## config.mk

```make
export PLATFORM = sky130hd
export DESIGN_NAME = rr_arbiter_four
export DESIGN_NICKNAME = d
export VERILOG_FILES = /design/src/rtl/rr_arbiter_four_pkg.sv /design/src/rtl/rr_pick4.sv /design/src/rtl/rr_arbiter_four.sv
export SDC_FILE = /design/constraint.sdc
export NUM_CORES = 1
export LEC_CHECK = 0
export ABC_AREA = 1
export CELL_PAD_IN_SITES_DETAIL_PLACEMENT = 0
export CELL_PAD_IN_SITES_GLOBAL_PLACEMENT = 2
export CORE_ASPECT_RATIO = 0.6
export CORE_MARGIN = 2
export CORE_UTILIZATION = 20
export DETAILED_ROUTE_END_ITERATION = 10
export PLACE_DENSITY = 0.95
export SLEW_MARGIN = 25
export SYNTH_ARGS = -nofsm -noshare
export SYNTH_HDL_FRONTEND = slang
export SYNTH_SLANG_ARGS = --single-unit
```

## constraint.sdc

```tcl
create_clock -name clk -period 3.77 [get_ports clk]
set_clock_uncertainty 0.1 [all_clocks]
set_input_delay 0.754 -clock clk [delete_from_list [all_inputs] [get_ports clk]]
set_output_delay 0.754 -clock clk [all_outputs]
set_load 0.02 [all_outputs]
```

## src/rtl/rr_arbiter_four_pkg.sv

```systemverilog
// Shared definitions for the four-way round-robin arbiter: state encoding
// and requester count / index width constants.
package rr_arbiter_four_pkg;

    localparam int NUM_REQ = 4;
    localparam int IDX_W   = 2;

    typedef enum logic {
        IDLE = 1'b0,
        BUSY = 1'b1
    } state_e;

endpackage

```

## src/rtl/rr_pick4.sv

```systemverilog
// Rotating-priority search over four requesters: returns the first
// requesting, non-excluded index starting at ptr and wrapping modulo four.
module rr_pick4
    import rr_arbiter_four_pkg::*;
(
    input  logic [NUM_REQ-1:0] req,
    input  logic [IDX_W-1:0]   ptr,
    input  logic [NUM_REQ-1:0] exclude,
    output logic               found,
    output logic [IDX_W-1:0]   index
);

    logic [NUM_REQ-1:0] avail;
    logic [IDX_W-1:0]   cand;

    // Walk from the farthest offset back to ptr so the nearest hit wins.
    always_comb begin
        avail = req & ~exclude;
        found = 1'b0;
        index = '0;
        cand  = '0;
        for (int k = NUM_REQ - 1; k >= 0; k--) begin
            cand = ptr + IDX_W'(k);
            if (avail[cand]) begin
                found = 1'b1;
                index = cand;
            end
        end
    end

endmodule

```

## src/rtl/rr_arbiter_four.sv

```systemverilog
// Four-way round-robin arbiter driving a shared 4:1 data path.
// Define RR_ARB_TIMEOUT_EN to bound each ownership to HOLD_MAX cycles when others wait.
module rr_arbiter_four
    import rr_arbiter_four_pkg::*;
#(
    parameter int DATA_W   = 8,
    parameter int HOLD_MAX = 4
) (
    input  logic                  clk,
    input  logic                  rst,
    input  logic [3:0]            req,
    input  logic [4*DATA_W-1:0]   in,
    output logic [3:0]            grant,
    output logic [1:0]            sel,
    output logic                  valid,
    output logic [DATA_W-1:0]     out
);

    if (HOLD_MAX < 2 || HOLD_MAX > 255) begin : g_bad_hold_max
        $error("rr_arbiter_four: HOLD_MAX must be within 2..255");
    end

    state_e             state_q, state_d;
    logic [NUM_REQ-1:0] grant_q, grant_d;
    logic [IDX_W-1:0]   sel_q, sel_d;
    logic [IDX_W-1:0]   ptr_q, ptr_d;
    logic               valid_q, valid_d;

    logic [IDX_W-1:0]   pick_ptr;
    logic [NUM_REQ-1:0] pick_excl;
    logic               pick_found;
    logic [IDX_W-1:0]   pick_idx;

    logic               owner_drop;
    logic               timeout;
    logic               release_now;

    logic [DATA_W-1:0]  words [NUM_REQ];

`ifdef RR_ARB_TIMEOUT_EN
    localparam logic [7:0] HOLD_LAST = 8'(HOLD_MAX - 1);

    logic [7:0] hold_q, hold_d;
    logic       hold_done;

    assign hold_done = (hold_q == HOLD_LAST);
    assign timeout   = hold_done && (|(req & ~grant_q));

    // Counter clears on any owner change and when an uncontested owner hits the limit.
    always_comb begin
        hold_d = '0;
        if (state_q == BUSY && !release_now && !hold_done) begin
            hold_d = hold_q + 8'd1;
        end
    end

    always_ff @(posedge clk) begin
        if (rst) begin
            hold_q <= '0;
        end else begin
            hold_q <= hold_d;
        end
    end
`else
    assign timeout = 1'b0;
`endif

    assign owner_drop  = !req[sel_q];
    assign release_now = (state_q == BUSY) && (owner_drop || timeout);

    // While busy the search starts after the owner and skips it, so a
    // releasing owner is always considered last.
    assign pick_ptr  = (state_q == BUSY) ? sel_q + 2'd1 : ptr_q;
    assign pick_excl = (state_q == BUSY) ? grant_q : '0;

    rr_pick4 u_pick (
        .req     (req),
        .ptr     (pick_ptr),
        .exclude (pick_excl),
        .found   (pick_found),
        .index   (pick_idx)
    );

    always_comb begin
        state_d = state_q;
        grant_d = grant_q;
        sel_d   = sel_q;
        ptr_d   = ptr_q;
        case (state_q)
            IDLE: begin
                if (pick_found) begin
                    state_d = BUSY;
                    grant_d = NUM_REQ'(1) << pick_idx;
                    sel_d   = pick_idx;
                end
            end
            BUSY: begin
                if (release_now) begin
                    ptr_d = sel_q + 2'd1;
                    if (pick_found) begin
                        grant_d = NUM_REQ'(1) << pick_idx;
                        sel_d   = pick_idx;
                    end else begin
                        state_d = IDLE;
                        grant_d = '0;
                    end
                end
            end
            default: begin
                state_d = IDLE;
                grant_d = '0;
            end
        endcase
        valid_d = (state_d == BUSY);
    end

    always_ff @(posedge clk) begin
        if (rst) begin
            state_q <= IDLE;
            grant_q <= '0;
            sel_q   <= '0;
            ptr_q   <= '0;
            valid_q <= 1'b0;
        end else begin
            state_q <= state_d;
            grant_q <= grant_d;
            sel_q   <= sel_d;
            ptr_q   <= ptr_d;
            valid_q <= valid_d;
        end
    end

    always_comb begin
        for (int i = 0; i < NUM_REQ; i++) begin
            words[i] = in[i*DATA_W +: DATA_W];
        end
    end

    assign out   = valid_q ? words[sel_q] : '0;
    assign grant = grant_q;
    assign sel   = sel_q;
    assign valid = valid_q;

endmodule

```

# ---- Word level (Yosys, flattened, before mapping)
# Index checks and enable logic that the tools add are counted.
dict set report op_classes {
  shifts 1
  n_lt_le_gt_ge 6
  mux 34
  n_eq_ne 2
  bitwise_logic 4
  n_addsub 4
  n_reduce_logical 4
}
# cell n
set ops {}
lappend ops {{$mux 8} 3}
lappend ops {{$bmux 8 s2} 1}
lappend ops {{$mux 4} 4}
lappend ops {{$lt 2x3->1 const B} 5}
lappend ops {{$mux 2} 7}
lappend ops {{$mux 1} 11}
lappend ops {{$bmux 1 s2} 5}
lappend ops {{$pmux 4 s2} 1}
lappend ops {{$add 2x1->2 const B} 2}
lappend ops {{$add 2x2->2 const B} 2}
lappend ops {{$and 4x4->4} 1}
lappend ops {{$not 4->4} 1}
lappend ops {{$pmux 2 s2} 1}
lappend ops {{$reduce_and 2->1} 2}
lappend ops {{$shl 1x2->4 const A} 1}
lappend ops {{$ge 3x3->1 const B} 1}
lappend ops {{$not 2->3} 1}
lappend ops {{$ne 2x1->1 const B} 1}
lappend ops {{$ne 2x2->1 const B} 1}
lappend ops {{$pmux 1 s2} 1}
lappend ops {{$logic_and 1x1->1} 1}
lappend ops {{$logic_not 1->1} 1}
lappend ops {{$not 1->1} 1}
dict set report totals {
  inputBits 38
  reg_bits 9
  out_inout_bits 15
}

# ---- Longest topological paths before layout
# Gate-level depths: netlist of run 1.
dict set report logic_depth {
  depth_word 13
  ltp_mapped 14
  mapped_depth_nobuf 13
}

# ---- By module
# A second synthesis of run 1 with hierarchy kept.
dict set report hier_totals {
  cells_unflattened 188
  area_unflattened_um2 1006.0
}
# module area_per_inst_um2 seq_area_each_um2 instances cells_each
set modules_own_cells {}
lappend modules_own_cells {rr_arbiter_four 783.3 180.2 1 141}
lappend modules_own_cells {rr_pick4 222.7 0.0 1 47}

# ---- Least setup slack after synthesis of run 1
# Ideal clock, no wire load.
dict set report synth_path {
  kind {reg2out}
  from {reg sel_q[0], in the netlist sel[0]}
  to {out out[0]}
  t_required_ps 2916
  path_buffers 2
  path_stages_with_launch 7
  t_arrival_ps 1584
  path_slack_ps 1332
  cell_sequence {dfxtp_1 -> buf_2 -> clkbuf_1 -> nor2_1 -> nor2_1 -> o21ai_0 -> a21oi_1}
}
dict set report synth_between {
  elab_chain_cells 5
}
# item line_no
set synth_lines {}
lappend synth_lines {{start, declared} rr_arbiter_four.sv:25} ;# logic [IDX_W-1:0] sel_q, sel_d;
lappend synth_lines {{start signal, assigned} rr_arbiter_four.sv:127} ;# sel_q <= sel_d;
lappend synth_lines {{$not 2->3 (implied by the code)} rr_arbiter_four.sv:139} ;# assign out = valid_q ? words[sel_q] : '0;
lappend synth_lines {{$bmux 8 s2} rr_arbiter_four.sv:139}
lappend synth_lines {{$mux 8 (implied by the code) (2 in a row)} rr_arbiter_four.sv:139}
lappend synth_lines {{$mux 8} rr_arbiter_four.sv:139}
lappend synth_lines {{end, declared} rr_arbiter_four.sv:16} ;# output logic [DATA_W-1:0] out
# Every way passes these cells. The select of a mux whose other input is x is not followed.

# ---- Worst setup path in the final report of run 1
dict set report layout_path {
  from {in in[4]}
  to {out out[4]}
}
dict set report layout_between {
  elab_chain_cells 4
}
# item line_no
set layout_lines {}
lappend layout_lines {{start, declared} rr_arbiter_four.sv:12} ;# input logic [4*DATA_W-1:0] in,
lappend layout_lines {{$bmux 8 s2} rr_arbiter_four.sv:139}
lappend layout_lines {{$mux 8 (implied by the code) (2 in a row)} rr_arbiter_four.sv:139}
lappend layout_lines {{$mux 8} rr_arbiter_four.sv:139}
# Every way passes these cells. The select of a mux whose other input is x is not followed.

==> metrics.txt, run 1 <==
Max rail drop VDD approximately 0.4 mV; Synth Instances 173; post-synthesis sequential area ratio about 18%; Critical Path AT about 2300 ps; Final Total Pwr 1.14 mW; crit path max fanout 1; Slew HR between 50% and 60%; Worst Max-Slew Pin Slew between 600 and 700 ps; antenna violations before repair 0; crit path time final about 3100 ps; Yosys cell types 24; Synth Cell Area slightly above 1000 um2; vias in the first global route around 1100; CP Capture Type output port; nets 262; global-route wire length before repair approximately 5.5 mm; initial core utilization between 20% and 30%; Fill cells 571; area growth from synthesis to layout 60.4%; critical-path cell list clkdlybuf4s50_1 > nor2_1 > nor2_1 > o21ai_0 > a21oi_1 > clkdlybuf4s50_1; Synth Warn # 0; Pins Over Slew Limit 0; TritonCTS Buffers 3; CTS tree done; Max stage delay cell, worst path clkdlybuf4s50_1; chip width between 90 and 100 um; CTS Buffer Depth 2; number of gates resized after CTS 0; setup violators final 0; CP Class input port to output port; count leader, synth nor2_1; synthesized netlist net count roughly 210; Max Fclk about 320 MHz; Via-to-Cell Ratio 4.23; share of cells above drive strength 1 12.6%; # port buffers 52; Pre-Repair DR Iteration Count 4; clk root buf clkbuf_8; Hold/Removal Path Class flop to flop; row count 20; syn avg cell area just under 6 um2; synth cell count leaders nor2_1 (37), nand2_1 (33), o21ai_0 (21); Die Height between 50 and 60 um; RSZ-0062 raised after global routing false; Antenna diodes 0; Synth Register Bits 9; top-area cell type share of the netlist area between 10% and 20%; CTS Hold Bufs 0; status completed; final instance area ~1600 um2; core area about 5000 um2; Max stage delay on crit path around 630 ps; final hold viol count 0; Routed Antenna Nets 0; gr ovfl total 0; Top FF cell, synth dfxtp_1; gpl congestion approximately 0.77; max-cap violation count 0; asr flop ratio synth 0%; Avg WL per Cell approximately 12 um; dpl hpwl 2.72 mm; GR Util All Layers about an eighth; post-CTS setup buffer count 0; PwrDens ~700 nW/um2; number of top-level pins 53; fin crit share roughly 83%; register clock-pin slew on the reported worst setup and hold paths about 40 ps; clk sinks 9; Post-route DRC 0; via count ~1200; Initial DRC Count 62; Routed WL 3.51 mm; total die area 5670 um2; Crit path required time a little under 3000 ps; CP startpoint kind input port; pin count of the biggest net entering global routing 22; top cells by area, synth dfxtp_1 (18%), nor2_1 (14%), nand2_1 (12%), o21ai_0 (10%), a21oi_1 (9.9%); total negative slack 0 ps; H-tree lvl count 1; Post-synth EDFFs 0; clk_lat worst skew 230 ps; post-synth top area cell dfxtp_1; leakage about 0.66 nW; Area after DPL approximately 1600 um2
[logic make-up after synthesis]
logic type	Yosys count	share of synthesized area [%]
and+or+nand+nor	96	46.7
buffers and inverters	19	8.76
AOI/OAI and AO/OA	49	26.8
DFF	9	17.8
[worst max-delay path: cells and delay by family]
| family | cells | cell delay (ps) |
|---|---|---|
| buffers and inverters | 2 | 1080 |
| AOI/OAI and AO/OA | 2 | 290 |
| and+or+nand+nor | 2 | 140 |
[flip-flops by register name, indices dropped and copies added (netlist names)]
name	cells
ptr_q	2
valid	1
grant	4
sel	2
[layout by cell type (no fill, tap or decap)]
| cell | Yosys | layout |
|---|---|---|
| nor2_4 | 3 | 3 |
| nand2_2 | 6 | 6 |
| o21ai_0 | 21 | 21 |
| nand2_1 | 33 | 33 |
| nand3_1 | 6 | 6 |
| nor2_1 | 37 | 37 |
| a21oi_1 | 20 | 20 |
| nor2_2 | 1 | 1 |
| a21boi_1 | 1 | 1 |
| o21ai_1 | 2 | 2 |
| buf_4 | 0 | 1 |
| clkbuf_8 | 0 | 3 |
| nand2_4 | 2 | 2 |
| nand3_2 | 5 | 5 |
| a211oi_1 | 1 | 1 |
| clkdlybuf4s50_1 | 0 | 52 |
| inv_2 | 3 | 3 |
| o21ai_2 | 2 | 2 |
| dfxtp_1 | 9 | 9 |
| inv_1 | 9 | 9 |
| clkbuf_1 | 3 | 1 |
| nand3_4 | 1 | 1 |
| o31ai_1 | 1 | 1 |
| o21ai_4 | 1 | 1 |
| nand4_1 | 2 | 2 |
[layout make-up]
| cell class | count | area, um2 | share of cell area, % |
|---|---|---|---|
| Multi-Input combinational cell | 145 | 744 | 45.8 |
| Timing Repair Buffer | 53 | 528 | 32.5 |
| Sequential cell | 9 | 180 | 11.1 |
| Tap cell | 66 | 82.6 | 5.08 |
| Clock buffer | 4 | 45.0 | 2.77 |
| Inverter | 12 | 45.0 | 2.77 |
[layer usage]
metal	routed length, um	global-route usage (%)
met5	0	0
met4	0	1.84
met3	277	2.80
met2	1320	17.0
met1	1910	20.3
[power breakdown]
part           switching [mW]  internal, mW
Sequential             0.0739         0.129
Clock                  0.0382        0.0737
Combinational           0.498         0.325
Total                   0.610         0.528
[final timing paths]
kind	from	end	depth (start not counted)	slack (ps)
min	grant[3]	grant[3]	2	410
max reg2reg	sel[0]	grant[2]	10	1280
max	in[4]	out[4]	6	640
min reg2reg	grant[3]	grant[3]	2	410
[through the flow]
| step | worst slack, ps | cells | utilization [%] | hold WS, ps |
|---|---|---|---|---|
| 2_1_floorplan | 1330 | 173 | - | 416 |
| 3_3_place_gp | 642 | 285 | 31.7 | 412 |
| 3_5_place_dp | 638 | 285 | 31.7 | 407 |
| 4_1_cts | 624 | 289 | 32.6 | 415 |
| 5_1_grt | 534 | 289 | 32.6 | 437 |
| 6_report | 643 | 289 | 32.6 | 411 |
No activity file was read; power rests on OpenSTA's default activity.
==> run 2, diff against run 1 <==
- CORE_UTILIZATION: 20 -> 17
- PLACE_DENSITY: 0.95 -> 0.89
- clock period: 3.77 -> 2.7 ns (I/O delays scaled with it)
==> metrics.txt, run 2 (same netlist as run 1, synthesis figures left out) <==
Max Fclk 383 MHz; Critical Path End out[6]; M2 GR Usage 16.3% (-0.68 points); vias in the first global route 1255 (+12%); non-filler cells, final 306 (+5.9%); CP Capture Type output port; register clock-pin slew on the reported worst setup and hold paths 50 ps (about the same); pin count of the biggest net entering global routing 22 (unchanged); area growth from synthesis to layout 66.2%; Top Usage Layer GRT met1; RR Endpoint grant[1]; status completed; global-route wire length before repair 6.13 mm (+12%); Initial DRC Count 77 (+24%); Worst R2R Start sel[0]; # port buffers 52 (unchanged); Antenna diodes 0 (unchanged); share of cells above drive strength 1 14.2% (+1.6 points); final hold viol count 0 (unchanged); antenna violations before repair 0 (unchanged); GR Util All Layers 11.3% (-1.3 points); Avg WL per Cell 11.6 um (-4.0%); total die area 6620 um2 (+17%); met1 Use GR 17.3% (-2.9 points); crit path max fanout 1 (unchanged); Die Height 63.8 um (+7.9%); nets 265 (+1.1%); max-cap violation count 0 (unchanged); max reg flops 4 (unchanged); H-tree lvl count 1 (unchanged); chip width 104 um (+8.1%); fin crit share between 90% and 100%; Pins Over Slew Limit 0 (unchanged); clk root buf clkbuf_8; Worst Max-Slew Pin Slew 305 ps (-305 ps); TritonCTS Buffers 3 (unchanged); CP startpoint kind input port; core area 5680 um2 (+14%); dpl cells 302 (+6.0%); CTS tree done; CTS Hold Bufs 0 (unchanged); leakage 0.778 nW (+17%); clk_lat worst skew 230 ps (about the same); dpl hpwl 2.87 mm (+5.6%); met3 Use GR 2.86% (+0.058 points); most common cell after layout, fill and taps aside clkdlybuf4s50_1; Pre-Repair DR Iteration Count 4 (unchanged); Final Total Pwr 1.60 mW (+41%); Hold/Removal Path Class flop to flop; most frequent cells in the layout clkdlybuf4s50_1 (45), nor2_1 (37), nand2_1 (33), o21ai_0 (21), a21oi_1 (20); gr ovfl total 0 (unchanged); CTS Buffer Depth 2 (unchanged); PwrDens 951 nW/um2 (+36%); CP Class input port to output port; clk sinks 9 (unchanged); final design utilization 29.7% (-3.0 points); R2R setup slack 570 ps (-710 ps); crit path time final ~2600 ps; Critical Path AT 1970 ps (-300 ps); RSZ-0062 raised after global routing false; via count 1244 (+1.8%); worst r2r path cells 12 (+2); setup violators final 0 (unchanged); Crit path required time 2060 ps (-860 ps); Max rail drop VDD 0.301 mV (-25%); Via-to-Cell Ratio 4.07 (-3.9%); post-CTS setup buffer count 0 (unchanged); Fill cells 640 (+12%); gpl congestion 0.796 (+2.8%); initial core utilization 17.9% (-2.5 points); Routed Antenna Nets 0 (unchanged); Routed WL 3.56 mm (+1.6%); total negative slack 0 ps (unchanged); CP Launch Point in[22]; number of top-level pins 53 (unchanged); row count 21 (+5.0%); Slew HR 79.5% (+20 points); Post-route DRC 0 (unchanged)
==> run 2: changes by cell type in the layout (fill, tap and decap cells not counted) <==
| cell | previous run | this run |
|---|---|---|
| buf_4 | 1 | 4 |
| dfxtp_1 | 9 | 8 |
| dfxtp_2 | 0 | 1 |
| dlymetal6s2s_1 | 0 | 7 |
| clkdlybuf4s50_1 | 52 | 45 |
==> run 2: where the power goes <==
group / switching, mW / total [mW] / internal (mW) / leakage [nW]
sequential: 0.0637 / 0.246 / 0.182 / 0.0746
combinational: 0.737 / 1.20 / 0.465 / 0.681
clock: 0.0512 / 0.154 / 0.103 / 0.0228
total: 0.852 / 1.60 / 0.749 / 0.778
==> run 2: worst max-delay path, cell delays in order <==
cell and delay [ps]:
clkdlybuf4s50_1 450, nor2_1 40, nor2_1 80, o21ai_0 90
a21oi_1 150, clkdlybuf4s50_1 630
==> run 2: worst min-delay path by stage <==
| stage | from | endpoint | depth (start not counted) |
|---|---|---|---|
| 5_1_grt | grant[0] | grant[0] | 2 |
| 6_report | grant[3] | grant[3] | 2 |
| 3_3_place_gp | grant[3] | grant[3] | 2 |
| 3_5_place_dp | grant[3] | grant[3] | 2 |
| 2_1_floorplan | ptr_q[0] | ptr_q[0] | 2 |
| 4_1_cts | grant[3] | grant[3] | 2 |
==> run 2: cell type report <==
| class | instances | area [um2] | area share, % |
|---|---|---|---|
| clock buffer | 4 | 45.0 | 2.67 |
| inverter | 12 | 45.0 | 2.67 |
| multi-input combinational | 145 | 744 | 44.2 |
| sequential | 9 | 181 | 10.8 |
| tap | 80 | 100 | 5.94 |
| timing repair buffer | 56 | 568 | 33.7 |
==> run 2: repair_timing <==
| action | CTS | global route |
|---|---|---|
| endpoints found under the setup margin | 0 | 8 |
| endpoints found under the hold margin | 0 | 0 |
| resized for setup | 0 | 8 |
==> run 2: stage by stage <==
step                      worst slack [ps]  area [um2]  hold slack, ps
after global routing                  29.0        1680             451
after CTS                             75.4        1670             420
after global placement                52.2        1620             411
after floorplan                        476        1010             416
final                                 90.0        1680             406
after detailed placement              80.6        1620             412
==> run 2: layer usage <==
metal	vias to the layer above	wire length, um
met5	-	0
met4	0	0
met3	0	201
met2	29	1310
met1	538	2050
li1	677	-
